--- src/rtl/program_counter_nb.sv ---
// Registered program counter with load/inc/dec and an optional return-address stack.
// Build with PC_RAS_EN defined to include the stack; otherwise call acts as a jump and ret is ignored.
module program_counter_nb #(
   parameter int D     = 16,
   parameter int DEPTH = 4
) (
   input  logic         i_clk,
   input  logic         i_rst_n,
   input  logic         i_load,
   input  logic [D-1:0] i_load_val,
   input  logic         i_inc,
   input  logic         i_dec,
   input  logic         i_call,
   input  logic [D-1:0] i_call_target,
   input  logic         i_ret,
   output logic [D-1:0] o_pc,
   output logic         o_ras_full,
   output logic         o_ras_empty,
   output logic         o_ras_err
);

   localparam logic [D-1:0] PC_ONE = D'(1);

   logic [D-1:0] pc_q, pc_d;

`ifdef PC_RAS_EN
   localparam int AW = $clog2(DEPTH);
   localparam int CW = AW + 1;
   localparam logic [CW-1:0] CNT_ONE  = CW'(1);
   localparam logic [CW-1:0] CNT_FULL = CW'(DEPTH);

   logic [CW-1:0] cnt_q, cnt_d;
   logic          err_q, err_d;
   logic [D-1:0]  ras_q [DEPTH];
   logic          push;
   logic [AW-1:0] push_idx;
   logic [AW-1:0] top_idx;
   logic          ras_full;
   logic          ras_empty;

   assign ras_full  = (cnt_q == CNT_FULL);
   assign ras_empty = (cnt_q == '0);
   assign push_idx  = AW'(cnt_q);
   assign top_idx   = AW'(cnt_q - CNT_ONE);

   // Fixed priority: load > call > ret > inc > dec > hold.
   always_comb begin
      pc_d  = pc_q;
      cnt_d = cnt_q;
      err_d = 1'b0;
      push  = 1'b0;
      if (i_load) begin
         pc_d = i_load_val;
      end else if (i_call) begin
         pc_d = i_call_target;
         if (ras_full) begin
            err_d = 1'b1;
         end else begin
            push  = 1'b1;
            cnt_d = cnt_q + CNT_ONE;
         end
      end else if (i_ret) begin
         if (ras_empty) begin
            err_d = 1'b1;
         end else begin
            pc_d  = ras_q[top_idx];
            cnt_d = cnt_q - CNT_ONE;
         end
      end else if (i_inc) begin
         pc_d = pc_q + PC_ONE;
      end else if (i_dec) begin
         pc_d = pc_q - PC_ONE;
      end
   end

   always_ff @(posedge i_clk) begin
      if (!i_rst_n) begin
         pc_q  <= '0;
         cnt_q <= '0;
         err_q <= 1'b0;
      end else begin
         pc_q  <= pc_d;
         cnt_q <= cnt_d;
         err_q <= err_d;
      end
   end

   // Stack array is not reset; the count alone defines which entries are live.
   always_ff @(posedge i_clk) begin
      if (i_rst_n && push) begin
         ras_q[push_idx] <= pc_q + PC_ONE;
      end
   end

   assign o_ras_full  = ras_full;
   assign o_ras_empty = ras_empty;
   assign o_ras_err   = err_q;
`else
   logic unused_ret;
   assign unused_ret = ^{i_ret, DEPTH[0]};

   always_comb begin
      pc_d = pc_q;
      if (i_load) begin
         pc_d = i_load_val;
      end else if (i_call) begin
         pc_d = i_call_target;
      end else if (i_inc) begin
         pc_d = pc_q + PC_ONE;
      end else if (i_dec) begin
         pc_d = pc_q - PC_ONE;
      end
   end

   always_ff @(posedge i_clk) begin
      if (!i_rst_n) begin
         pc_q <= '0;
      end else begin
         pc_q <= pc_d;
      end
   end

   assign o_ras_full  = 1'b0;
   assign o_ras_empty = 1'b1;
   assign o_ras_err   = 1'b0;
`endif

   assign o_pc = pc_q;

endmodule
--- config.mk ---
export PLATFORM = sky130hd
export DESIGN_NAME = program_counter_nb
export DESIGN_NICKNAME = d
export VERILOG_FILES = /design/src/rtl/program_counter_nb.sv
export SDC_FILE = /design/constraint.sdc
export NUM_CORES = 1
export LEC_CHECK = 0
export CAP_MARGIN = 20
export CORE_MARGIN = 5
export CORE_UTILIZATION = 41
export CTS_CLUSTER_SIZE = 20
export DETAILED_ROUTE_END_ITERATION = 7
export GPL_ROUTABILITY_DRIVEN = 0
export PLACE_DENSITY = 0.79
export SLEW_MARGIN = 25
export SYNTH_ARGS = -nofsm -noshare
export SYNTH_HDL_FRONTEND = slang
export SYNTH_SLANG_ARGS = --single-unit
--- constraint.sdc ---
create_clock -name i_clk -period 2.15 [get_ports i_clk]
set_input_delay 0.43 -clock i_clk [delete_from_list [all_inputs] [get_ports i_clk]]
set_output_delay 0.43 -clock i_clk [all_outputs]
set_load 0.005 [all_outputs]
# After elaboration in Yosys (flattened, before gate mapping)
# Index checks and enable logic that the tools add are counted.
# word_totals
register_bits,16
elab_cells,8
# classes
addsub,2
mux,4
n_reduce_logical,1
# op_table
operator,n
16-bit two-way mux,4
16-bit by 1-bit adder with 16-bit output (second input constant),1
16-bit by 1-bit subtractor with 16-bit output (second input constant),1
4-bit nonzero test,1

# Logic depth before layout (Yosys ltp)
# Gate-level depths: netlist of run 1.
# depth
ltp_word,5
depth_mapped,9
ltp_nobuf,8

# Worst setup path before layout of run 1
# OpenSTA, ideal clock, no wires.
# synth_timing
kind,input-to-reg
start,in i_inc
end,"reg pc_q[14], in the netlist o_pc[14]"
arrival_ns,2.255
required_time_ns,2.088
setup_slack_ns,-0.167
cell_stages,8
cell_sequence,inv_1 ha_1 nor2b_4 o31a_4 o31ai_4 a21oi_2 or4_1 nand3_1
# synth_via
elab_chain_cells,3
word_cells_on_any_way,4
# synth_rtl
element,line_no,rtl
from (decl),11,"input logic i_inc,"
16-bit two-way mux,108,end else if (i_inc) begin
16-bit two-way mux,106,end else if (i_call) begin
16-bit two-way mux,104,if (i_load) begin
to (signal assigned),119,pc_q <= pc_d;
to (decl),24,"logic [D-1:0] pc_q, pc_d;"
# Parallel ways exist; a longest one is shown, timed or not.
# A chain may end at the register's enable or synchronous reset.

# Worst setup path after layout of run 1
# layout_timing
start,in i_inc
end,"reg pc_q[11], in the netlist o_pc[11]"
# The elaborated chain is that of the path after synthesis.

==> impl_metrics.json, run 1 <==
{
  "rsz0062_at_grt": "true",
  "wl_per_cell_um": 16.9,
  "crit_buf_inv": 5,
  "htree_num_levels": 1,
  "hp-class": "reg2reg",
  "final.setup.worst_slack_ps": -19.2,
  "end_kind": "flip-flop",
  "track_usage": 0.229,
  "cpPeakStageDelay_ps": 230,
  "syn_area_sq_mm": 0.00163,
  "rows": 23,
  "fin_nets": 364,
  "cts-buffers-inserted": 3,
  "multi_input_area_sq_mm": 0.00133,
  "ys_async_sr_fraction": 0,
  "drt_iter0_markers": 217,
  "crit_required_ps": 2300,
  "initial_core_util": 0.414,
  "yosysTopAreaCell": "dfxtp_1",
  "crit_chain": "buf_8, clkinvlp_4, buf_12, ha_4, buf_6, o211ai_1, o211ai_1, buf_4, a31oi_4, xor2_1, o221ai_1, o211a_1",
  "crit_arrival_ps": 2320,
  "holdBufCountCts": 0,
  "clk_pin_slew_ps": 70,
  "holdCritStartpoint": "o_pc[1]",
  "setup-violations-final": 2,
  "fill_cells": 313,
  "ant_nets": 0,
  "clk_path_buf_depth": 2,
  "violations": "setup timing",
  "antenna_cells": 0,
  "first_pass_iters": 4,
  "ys_seq_area_frac": 0.196,
  "grt_antenna_before_repair": 0,
  "max_freq_mhz": 461,
  "cts-root-buf": "clkbuf_8",
  "synth_warnings": 0,
  "post_dp_cell_area_sq_mm": 0.00258,
  "vias_per_cell": 5.78,
  "vdd_drop_max_mv": 0.240,
  "cp-startpoint": "i_inc",
  "maxCapViolCount": 0,
  "die-area_sq_mm": 0.00534,
  "hold_violations": 0,
  "fin_crit_ps": 2170,
  "leakagePower_uw": 0.00113,
  "design_area_sq_mm": 0.00274,
  "seq_area_sq_um": 322,
  "drc": 0,
  "synth_area_leaders": "dfxtp_1 20%, ha_1 11%, o21ai_0 5.5%",
  "final_max_slew_viol_count": 0,
  "vias": 2068,
  "crit_type": "in2reg",
  "syn_avg_cell_area_sq_um": 7.74,
  "clock_sinks": 16,
  "ys.flop_type": "dfxtp_1",
  "critPathTopFamily": "compound AO/OA/AOI/OAI gates",
  "grt_max_degree": 17,
  "mostFrequentLayoutCells": "52 x clkdlybuf4s50_1, 48 x buf_4, 20 x nand2_1, 17 x o21ai_0",
  "ys_types": 54,
  "finClkSkew_ps": 2.69,
  "synth_top_area_frac": 0.196,
  "port_buffers": 53,
  "largest_reg_flops": 16,
  "die_y_um": 73.1,
  "ys_seq_elements": 16,
  "outcome": "finished, violations left",
  "start_kind": "primary input",
  "overflow": 0,
  "crit_top_cell": "o211ai_1",
  "clk_latency_ps": 260,
  "cts_tree": "done",
  "fin_total_pwr_uw": 1310,
  "dp_hpwl_mm": 4.69,
  "die_w_um": 73.1,
  "r2r-start": "o_pc[2]",
  "final_common_cell": "clkdlybuf4s50_1",
  "critPathSlowestCell": "o211ai_1",
  "synth_edf_count": 0,
  "ios": 58,
  "drive_above_1_share": 0.269,
  "period_share": 1.01,
  "syn_inst": 211,
  "path_max_fanout": 6,
  "setup_tns_ps": -28.5,
  "core_sq_mm": 0.00394,
  "dp_slack_ps": -804,
  "grt_pass1_wl_mm": 9.61,
  "grt_pass1_vias": 2057,
  "powerDensity_mw_per_mm2": 478,
  "totalWireLength_mm": 6.06,
  "synthToLayoutAreaGrowth_pct": 68.0
}
==> final timing paths <==
path	slack [ps]	cells past startpoint	end
max	-20	12	o_pc[11]
min	500	2	o_pc[1]
max reg2reg	80	9	o_pc[11]
min reg2reg	500	2	o_pc[1]
==> what timing repair did <==
action                     CTS  global route
resized for setup           14            11
buffers inserted             2             3
setup endpoints to repair   14            10
pin swaps                   10            14
gates cloned                 0             0
==> logic make-up after synthesis <==
logic type / synth area share
buffers and inverters: 0.0490
XOR/XNOR: 0.0483
other: 0.00460
multiplexers: 0.0130
adder cells (fa/ha/maj): 0.120
AO/OA/AOI/OAI: 0.382
AND/OR/NAND/NOR: 0.188
flip-flops: 0.196
==> tightest hold or removal path, stage by stage (launching register included) <==
cell and delay [ps]:
dfxtp_2 340, nand2_1 60, a21boi_0 70
==> power breakdown <==
part	leakage, uW	internal [uW]	switching [uW]
clock network	0.0000216	125	114
logic	0.000978	398	317
registers	0.000134	327	30.3
==> synth_stat cells, types with 5 or more instances <==
master	count
o21ai_0	18
o211ai_1	8
xnor2_1	5
a211oi_1	6
dfxtp_1	16
clkbuf_1	8
a21o_1	5
a21oi_1	17
nand3_1	7
o21a_1	6
nand2_1	20
nor2_1	11
inv_1	5
ha_1	14
==> through the flow <==
stage | hold WS, ps | instances | utilization
2_1_floorplan | 479 | 212 | -
3_3_place_gp | 487 | 350 | 0.654
3_5_place_dp | 503 | 350 | 0.654
4_1_cts | 512 | 355 | 0.679
5_1_grt | 523 | 358 | 0.696
6_report | 502 | 358 | 0.696
==> final cells by class <==
| cell class | instances | share of cell area |
|---|---|---|
| Tap cell | 50 | 0.0228 |
| Sequential cell | 16 | 0.117 |
| Clock buffer | 3 | 0.0150 |
| Timing Repair Buffer | 105 | 0.349 |
| Multi-Input combinational cell | 178 | 0.486 |
| Inverter | 6 | 0.00958 |
==> routing by layer <==
layer	vias to the layer above	global-route usage	wire length [um]
met2	81	0.388	2970
met1	972	0.288	2580
li1	1006	-	-
met5	-	0	0
met3	9	0.0344	411
met4	0	0.0881	102
Power figures use the tool's default switching activity.
==> inputs of run 2 (changes only) <==
--- a/config.mk
+++ b/config.mk
@@ -5,13 +5,14 @@
 export SDC_FILE = /design/constraint.sdc
 export NUM_CORES = 1
 export LEC_CHECK = 0
+export ABC_AREA = 1
 export CAP_MARGIN = 20
 export CORE_MARGIN = 5
-export CORE_UTILIZATION = 41
+export CORE_UTILIZATION = 43
 export CTS_CLUSTER_SIZE = 20
 export DETAILED_ROUTE_END_ITERATION = 7
 export GPL_ROUTABILITY_DRIVEN = 0
-export PLACE_DENSITY = 0.79
+export PLACE_DENSITY_LB_ADDON = 0.1
 export SLEW_MARGIN = 25
 export SYNTH_ARGS = -nofsm -noshare
 export SYNTH_HDL_FRONTEND = slang
==> impl_metrics.json, run 2 <==
{
  "fin_crit_ps": 1840,
  "hold_violations": 0,
  "outcome": "finished clean",
  "cpPeakStageDelay_ps": 420,
  "final.setup.worst_slack_ps": 313,
  "synth.most_common_cell": "nand2_1",
  "drc": 0,
  "vias": 2217,
  "stdcell_count": 442,
  "leakagePower_uw": 0.00133,
  "ys_async_sr_fraction": 0,
  "die_w_um": 75.8,
  "cts-buffers-inserted": 3,
  "fin_nets": 446,
  "period_share": 0.855,
  "clk_path_buf_depth": 2,
  "vdd_drop_max_mv": 0.287,
  "cp_num_cells": 12,
  "crit_type": "in2reg",
  "antenna_cells": 0,
  "syn_avg_cell_area_sq_um": 5.90,
  "synthToLayoutAreaGrowth_pct": 50.3,
  "clk_latency_ps": 250,
  "min_to": "o_pc[14]",
  "dp_hpwl_mm": 4.45,
  "worstHoldPathCells": 2,
  "grt_antenna_before_repair": 0,
  "power.internal_uw": 806,
  "ys.flop_type": "dfxtp_1",
  "reg2regPathDepth": 11,
  "synth.top_cells.by_count": "92 x nand2_1, 43 x inv_1, 40 x a21oi_1, 32 x nor2_1, 21 x nand3_1",
  "dp_cells": 439,
  "fill_cells": 389,
  "ys_seq_area_frac": 0.172,
  "holdCritStartpoint": "o_pc[14]",
  "ant_nets": 0,
  "post_dp_cell_area_sq_mm": 0.00259,
  "holdBufCountCts": 0,
  "clk_pin_slew_ps": 60,
  "switchingPower_uw": 474,
  "overflow": 0,
  "cts_tree": "done",
  "end_kind": "flip-flop",
  "port_buffers": 53,
  "critPathTopFamily": "simple AND/OR/NAND/NOR gates",
  "yosysTopAreaCell": "nand2_1",
  "finClkSkew_ps": 7.44,
  "p_seq_frac": 0.281,
  "r2r-start": "o_pc[1]",
  "seq_area_sq_um": 320,
  "crit_required_ps": 2340,
  "final_common_cell": "nand2_1",
  "grt_pass1_vias": 2118,
  "totalWireLength_mm": 5.65,
  "grt_pass1_wl_mm": 9.63,
  "setup-violations-final": 0,
  "vias_per_cell": 5.02,
  "r2r-end": "o_pc[8]",
  "powerDensity_mw_per_mm2": 458,
  "drt_iter0_markers": 179,
  "syn_inst": 315,
  "start_kind": "primary input",
  "clock_sinks": 16,
  "ys_seq_elements": 16,
  "synth_area_leaders": "nand2_1 19%, dfxtp_1 17%, a21oi_1 11%",
  "ff2ff_setup_slack_ps": 350,
  "max_freq_mhz": 544,
  "htree_num_levels": 1,
  "first_pass_iters": 4,
  "multi_input_area_sq_mm": 0.00144,
  "synth_warnings": 0,
  "crit_buf_inv": 3,
  "crit_top_cell": "nand3_1",
  "synth_top_area_frac": 0.186,
  "switching_share": 0.370,
  "syn_area_sq_mm": 0.00186,
  "path_max_fanout": 3,
  "die-area_sq_mm": 0.00574,
  "grt_max_degree": 16,
  "maxCapViolCount": 0,
  "clkPwrFrac": 0.184,
  "design_area_sq_mm": 0.00279,
  "track_usage": 0.215,
  "wl_per_cell_um": 12.8,
  "final_max_slew_viol_count": 0,
  "synth_edf_count": 0,
  "crit_chain": "dlymetal6s2s_1, buf_4, fa_2, inv_1, nand3_1, nand3_2, nand3_1, nand3b_1, nand3_1, nand2_1, nand2_1, a21oi_2",
  "worst_hold_slack_ps": 496,
  "final_core_util": 0.655,
  "die_y_um": 75.8,
  "largest_reg_flops": 16,
  "dp_slack_ps": -386,
  "crit_arrival_ps": 2020,
  "ios": 58,
  "hp-class": "reg2reg",
  "rows": 24,
  "p_comb_frac": 0.535,
  "cts-root-buf": "clkbuf_8",
  "mostFrequentLayoutCells": "91 x nand2_1, 52 x clkdlybuf4s50_1, 42 x inv_1, 35 x a21oi_1, 31 x nor2_1",
  "ys_types": 28,
  "core_sq_mm": 0.00426,
  "drive_above_1_share": 0.164,
  "critPathSlowestCell": "fa_2",
  "postCtsSetupBuffers": 0,
  "rsz0062_at_grt": "false",
  "initial_core_util": 0.436
}
[run 2: layout make-up]
type                       instances  area share
inverter                          44      0.0591
timing repair buffer              82       0.273
multi-input combinational        245       0.515
clock buffer                       3      0.0148
sequential                        16       0.115
tap                               52      0.0233
[run 2: layer usage]
| metal | vias up | part of all wire | GRT usage |
|---|---|---|---|
| met5 | - | 0 | 0 |
| met4 | 0 | 0.0060 | 0.0388 |
| met3 | 4 | 0.060 | 0.0369 |
| met2 | 53 | 0.44 | 0.337 |
| met1 | 995 | 0.49 | 0.312 |
| li1 | 1165 | - | - |
[run 2: worst max-delay path by stage]
stage / endpoint / from
final: o_pc[8] / i_inc
after floorplan: o_pc[14] / i_inc
after global placement: o_pc[14] / i_inc
after global routing: o_pc[12] / i_inc
after CTS: o_pc[14] / i_inc
after detailed placement: o_pc[14] / i_inc
[run 2: through the flow]
step | setup TNS [ps] | power (uW)
after floorplan | 0 | 707
after global placement | -3790 | 975
after detailed placement | -4090 | 981
after CTS | 0 | 1270
after global routing | 0 | 1380
final | 0 | 1280
[run 2: power groups by stage]
stage	clock network, uW	logic [uW]	registers, uW
2_1_floorplan	0	354	353
3_3_place_gp	0	618	357
3_5_place_dp	0	624	357
4_1_cts	240	674	359
5_1_grt	250	766	363
6_report	235	684	360
[run 2: logic make-up after synthesis]
logic type                 synth area share
and+or+nand+nor                       0.377
AOI/OAI and AO/OA                     0.172
buffers and inverters                 0.141
DFF                                   0.172
adders and majority gates             0.105
xor gates and xnor gates             0.0283
other                               0.00404
[run 2: tightest hold or removal path, cell delays in order (launching register included)]
cell and delay (ps):
dfxtp_1 330, nand2_1 70, a21oi_1 50
[run 2: timing repair]
item	CTS	global route
pin swaps	1	0
resized for setup	19	3
setup endpoints to repair	11	13
